`src/rtl/countdown_timer_8_bits.sv`:
```
// Loadable 8-bit down-counter with prescaler, one-shot/auto-reload and pause.
// Optional sticky irq flag enabled by macro COUNTDOWN_STICKY_IRQ_EN.
module countdown_timer_8_bits #(
  parameter int DIV = 1
) (
  input  logic       clk,
  input  logic       rst,
  input  logic       tick,
  input  logic       load,
  input  logic [7:0] din,
  input  logic       start,
  input  logic       stop,
  input  logic       auto_reload,
  output logic [7:0] q,
  output logic       busy,
  output logic       zero,
  output logic       done
`ifdef COUNTDOWN_STICKY_IRQ_EN
  ,
  input  logic       irq_clr,
  output logic       irq
`endif
);

  localparam int PW = (DIV > 2) ? $clog2(DIV) : 1;
  localparam logic [PW-1:0] PMAX = PW'(DIV - 1);

  localparam logic [1:0] IDLE = 2'd0;
  localparam logic [1:0] RUN  = 2'd1;
  localparam logic [1:0] HOLD = 2'd2;

  logic [1:0]    state;
  logic [7:0]    reload;
  logic [PW-1:0] psc;

  assign busy = (state != IDLE);
  assign zero = (q == 8'd0);

  // Timer state machine: count, reload, pause and terminal pulse.
  always_ff @(posedge clk) begin
    if (rst) begin
      state  <= IDLE;
      q      <= 8'd0;
      reload <= 8'd0;
      psc    <= '0;
      done   <= 1'b0;
    end else begin
      done <= 1'b0;
      case (state)
        IDLE: begin
          if (load) begin
            q      <= din;
            reload <= din;
            psc    <= '0;
          end else if (start) begin
            if (q != 8'd0) begin
              state <= RUN;
              psc   <= '0;
            end else begin
              done <= 1'b1;
            end
          end
        end
        RUN: begin
          if (stop) begin
            state <= HOLD;
          end else begin
            if (load)
              reload <= din;
            if (tick) begin
              if (psc == PMAX) begin
                psc <= '0;
                if (q > 8'd1) begin
                  q <= q - 8'd1;
                end else begin
                  done <= 1'b1;
                  if (auto_reload && reload != 8'd0) begin
                    q <= reload;
                  end else begin
                    q     <= 8'd0;
                    state <= IDLE;
                  end
                end
              end else begin
                psc <= psc + 1'b1;
              end
            end
          end
        end
        HOLD: begin
          if (stop) begin
            state <= IDLE;
          end else if (load) begin
            q      <= din;
            reload <= din;
            psc    <= '0;
          end else if (start) begin
            if (q != 8'd0) begin
              state <= RUN;
            end else begin
              done  <= 1'b1;
              state <= IDLE;
            end
          end
        end
        default: state <= IDLE;
      endcase
    end
  end

`ifdef COUNTDOWN_STICKY_IRQ_EN
  // Sticky flag: set by each done pulse, cleared by irq_clr; set wins.
  always_ff @(posedge clk) begin
    if (rst)
      irq <= 1'b0;
    else if (done)
      irq <= 1'b1;
    else if (irq_clr)
      irq <= 1'b0;
  end
`endif

endmodule

```
`config.mk`:
```
export PLATFORM = sky130hd
export DESIGN_NAME = countdown_timer_8_bits
export DESIGN_NICKNAME = d
export VERILOG_FILES = /design/src/rtl/countdown_timer_8_bits.sv
export SDC_FILE = /design/constraint.sdc
export NUM_CORES = 1
export LEC_CHECK = 0
export BUFFER_PORTS_ARGS = -buffer_cell sky130_fd_sc_hd__buf_2
export CORE_UTILIZATION = 45
export CTS_BUF_LIST = sky130_fd_sc_hd__clkbuf_4
export CTS_CLUSTER_DIAMETER = 80
export DETAILED_ROUTE_END_ITERATION = 8
export HOLD_SLACK_MARGIN = 0.15
export PLACE_DENSITY = 0.76
export SLEW_MARGIN = 20
export SYNTH_ARGS = -nofsm -noshare
export SYNTH_HDL_FRONTEND = slang
export SYNTH_SLANG_ARGS = --single-unit
export TNS_END_PERCENT = 1
```
`constraint.sdc`:
```
create_clock -name clk -period 5.77 [get_ports clk]
set_input_delay 1.154 -clock clk [delete_from_list [all_inputs] [get_ports clk]]
set_output_delay 1.154 -clock clk [all_outputs]
set_load 0.02 [all_outputs]
```
* Yosys cells after proc, flatten, opt, wreduce, memory -nomap -nowiden
Cells that the tools add are included.
Operators by class: $add $sub $neg 2, multipliers 0, div/mod/pow operators 0, order comparisons 1, equality and inequality tests 19, shift operators 0, mux-type cells 42, bitwise gates (word level) 0, reductions and logical operators 13
Operators with widths (count):
- $mux 8 | 9
- $ne 3x3->1 const B | 8
- $pmux 8 s3 | 1
- $mux 2 | 11
- $ne 2x2->1 const B | 9
- $mux 1 | 17
- $pmux 8 s2 | 1
- $reduce_bool 8->1 | 2
- $reduce_and 9->1 | 1
- $gt 8x1->1 const B | 1
- $logic_not 8->1 | 1
- $sub 8x1->8 const B | 1
- $reduce_and 7->1 | 1
- $pmux 1 s3 | 2
- $pmux 2 s3 | 1
- $reduce_and 5->1 | 1
- $reduce_bool 2->1 | 2
- $reduce_bool 3->1 | 1
- $eq 2x1->1 const B | 1
- $eq 2x2->1 const B | 1
- $logic_not 2->1 | 1
- $reduce_and 2->1 | 1
- $reduce_or 2->1 | 1
- $add 1x1->1 const B | 1
- $logic_and 1x1->1 | 1
Word-level totals: register bits 20, latch bits 0, memory bits (writable) 0, ROM bits 0, bits of input ports 15, output and inout bits 11, word-level logic and storage cells 82, memories kept 0

* Logic depth before layout (Yosys ltp)
depth in word-level cells 8, gate-level depth with buffers 9, depth with buffers taken out 7

* Worst setup path before layout
No wires, ideal clock.
kind register to output, start register q[2], end output zero, arrival time 1069 ps, required time 4616 ps, slack 3547 ps, stages on the path, launching flop included 3, path buffers 0, cells stage by stage dfxtp_1 -> nor4_4 -> and3_2
Between the ends: cells in the longest elaborated chain, start to end 1
RTL lines:
- from (decl) | line 14 | output logic [7:0] q,
- from (signal assigned) | line 52 | q <= din;
- from (signal assigned) | line 74 | q <= q - 8'd1;
- from (signal assigned) | line 78 | q <= reload;
- $logic_not 8->1 | line 37 | assign zero = (q == 8'd0);
- to (decl) | line 16 | output logic zero,
No other way between the ends.

* Worst setup path after layout
Same ends and word-level chain as after synthesis.

==> run metrics <==
run status complete, no violations; count of TritonRoute iterations in the first routing pass 4; largest fanout of any net on the critical path 6; Reg power frac between 40% and 50%; switching component of the power approximately 0.00017 W; Total Die Area 2970 um^2; P_int 0.000244 W; overall routing resource usage between 20% and 30%; data arrival at the endpoint of the critical path ~1500 ps; cts bufs inserted 3; Yosys reg bits 19; async set-reset flop share out of synthesis 0%; share of cells above drive strength 1 24.1%; NumNets Final 189; clock tree buffer depth 2; clock network latency to the later pin of the worst-skew pair 290 ps; distinct cell type count of the synthesized netlist 39; pwr/cell area a little under 300 nW/um^2; slew at the pin closest to its max-slew limit between 600 and 700 ps; final number of max-transition violations 0; clock-pin slew of the registers on the worst-case setup and hold paths between 100 and 150 ps; Routed WL per cell 14.2 um; number of sinks on the clock net 19; cell area after layout around 1400 um^2; total core area about 2500 um^2; diode count 0; final-layout setup total negative slack 0 ps; primary flip-flop cell chosen by synthesis mapping sky130_fd_sc_hd__dfxtp_1; global-route wire length before repair 4570 um; core utilization of the finished layout 54.3%; worst IR drop on VDD between 150 and 200 uV; r2r endpoint state[0]; minimum setup slack in the final design ~3000 ps; switching share of power around two fifths; post-detailed-placement half-perimeter wirelength approximately 2100 um; vias in the first global route approximately 1,100; Hold Path Class flip-flop to flip-flop; total DRC errors in the routed layout 0; launch point of the worst hold path reload[6]; required time of the critical path 4620 ps; cell count of the worst hold path 2; setup violators final 0; ANT nets after route 0; max-capacitance violation count 0; worst hold slack after final layout 523 ps; Area Overhead vs Synth 11.5%; cell chosen for the clock root sky130_fd_sc_hd__clkbuf_4; worst r2r path cells 6; fraction of power consumed by combinational cells a little over two fifths; number of standard-cell rows in the floorplan 18; antenna violations before repair 0; ratio of routed vias to standard cells around 5.9; Post-CTS Setup Inserts 0; number of DRC markers after the initial detailed-route iteration 43; worst reg-to-reg setup slack 3590 ps; CTS H-tree depth 1; worst setup path category flip-flop to output pin; average size of a mapped cell roughly 8.6 um^2; worst clock skew on the final layout roughly 3.2 ps; count of synthesis-stage warnings from yosys 0; Boundary Pins 26; clock power share 16.5%; cell area after technology mapping ~1200 um^2; synthesized net count about 170; Worst R2R Start q[0]; # resized after CTS 0; portion of the clock cycle consumed by the worst path in the final layout around 46%; total overflow reported by the global router 0; Initial Utilization between 40 and 50%; count of buffers inserted at the top-level ports 25; placed cell areas ~1400 um^2; largest net degree at the start of global routing 21; final hold vios 0; count of vias placed by the detailed router ~1,200; instance count of the mapped netlist 144; CTS tree built; final wirelength around 2800 um; count of flip-flops with a built-in enable after synthesis 0; Seq/Total Area, Yosys 30.7%; Die Wd around 54 um; startpoint type of the worst setup path flip-flop; minimum setup slack after placement around 3300 ps; library cell with the largest summed area after synthesis sky130_fd_sc_hd__dfxtp_1; Slew Limit Headroom between 50% and 60%; DIE HEIGHT roughly 54 um; reported leakage power 0.616 nW; Hold EP q[6]; Placer Congestion approximately 0.84; area share of the largest cell type after synthesis 30.7%; cell types with the largest area share after synthesis sky130_fd_sc_hd__dfxtp_1 (31%), sky130_fd_sc_hd__mux2i_1 (9.7%), sky130_fd_sc_hd__ha_1 (7.1%); CTS Hold Buffers Added 0; minimum clock period roughly 2700 ps; CP endpoint kind output pin; setup repair after global routing missed its margin no; maximum clock frequency about 370 MHz
-- cells by family after synthesis --
| kind of cell | after synthesis | share of synthesized area, % |
|---|---|---|
| AND/OR/NAND/NOR | 59 | 24.6 |
| multiplexers | 13 | 10.6 |
| buffers and inverters | 15 | 6.26 |
| AO/OA/AOI/OAI | 27 | 17.9 |
| adder cells (fa/ha/maj) | 7 | 7.07 |
| XOR/XNOR | 4 | 2.83 |
| flip-flops | 19 | 30.7 |
-- power by group through the flow --
stage,Combinational [W],Sequential (W),Clock (W)
2_1_floorplan,0.000134,0.000177,0
3_3_place_gp,0.000168,0.000169,0
3_5_place_dp,0.000173,0.000170,0
4_1_cts,0.000174,0.000167,0.0000695
5_1_grt,0.000193,0.000169,0.0000747
6_report,0.000175,0.000168,0.0000679
-- flip-flops by register name, summed over array words and instances, names as in the netlist --
signal  cells
reload      8
q           8
done        1
state       2
-- per-stage QoR --
stage | cells | power (W)
floorplan | 144 | 0.000310
global placement | 192 | 0.000338
detailed placement | 192 | 0.000343
CTS | 196 | 0.000411
global route | 196 | 0.000437
finish | 196 | 0.000410
-- synthesized netlist by cell type, types with 3 or more instances --
master and n:
sky130_fd_sc_hd__or2_2 3, sky130_fd_sc_hd__nand2_1 7, sky130_fd_sc_hd__a21oi_1 3, sky130_fd_sc_hd__a32o_1 3
sky130_fd_sc_hd__dfxtp_1 19, sky130_fd_sc_hd__inv_1 8, sky130_fd_sc_hd__ha_1 7, sky130_fd_sc_hd__nand3_1 7
sky130_fd_sc_hd__nor3_1 5, sky130_fd_sc_hd__nor2_1 22, sky130_fd_sc_hd__clkbuf_1 3, sky130_fd_sc_hd__nand2b_1 3
sky130_fd_sc_hd__a311oi_1 5, sky130_fd_sc_hd__mux2i_1 12
-- how the worst max path moves through the flow --
| stage | startpoint | endpoint | depth (start not counted) |
|---|---|---|---|
| after detailed placement | stop | q[7] | 6 |
| after CTS | q[2] | zero | 3 |
| after global placement | stop | q[5] | 6 |
| after floorplan | q[2] | zero | 2 |
| final | q[2] | zero | 3 |
| after global routing | q[2] | zero | 3 |
-- critical path, cell delays in order (launching register included) --
cell and delay [ps]:
sky130_fd_sc_hd__dfxtp_1 400, sky130_fd_sc_hd__nor4_4 380, sky130_fd_sc_hd__and3_2 280, sky130_fd_sc_hd__buf_2 170
-- routing by layer --
metal | global-route usage [%] | wire, um
met1 | 29.6 | 1320
met2 | 32.3 | 1260
met3 | 3.61 | 172
met4 | 6.84 | 23
met5 | 0 | 0
-- layout make-up --
class                      count  area, um^2
inverter                       8        30.0
clock buffer                   3        22.5
timing repair buffer          25         125
fill                         258        1160
tap                           30        37.5
multi-input combinational    110         781
clock inverter                 1        5.00
sequential                    19         380
-- layout by cell type (no fill, tap or decap), drive strengths merged, types with 3 or more instances in the layout --
cell and instances:
dfxtp 19, o21ai 5, a21oi 5, nor3 5, nand2b 3, clkbuf 3, a32o 3, ha 7
nand3 7, buf 25, and3 3, a311oi 5, nand2 7, inv 8, or2 4, nor2 22
mux2i 12
Note: power is estimated with default switching activity, not from simulation.
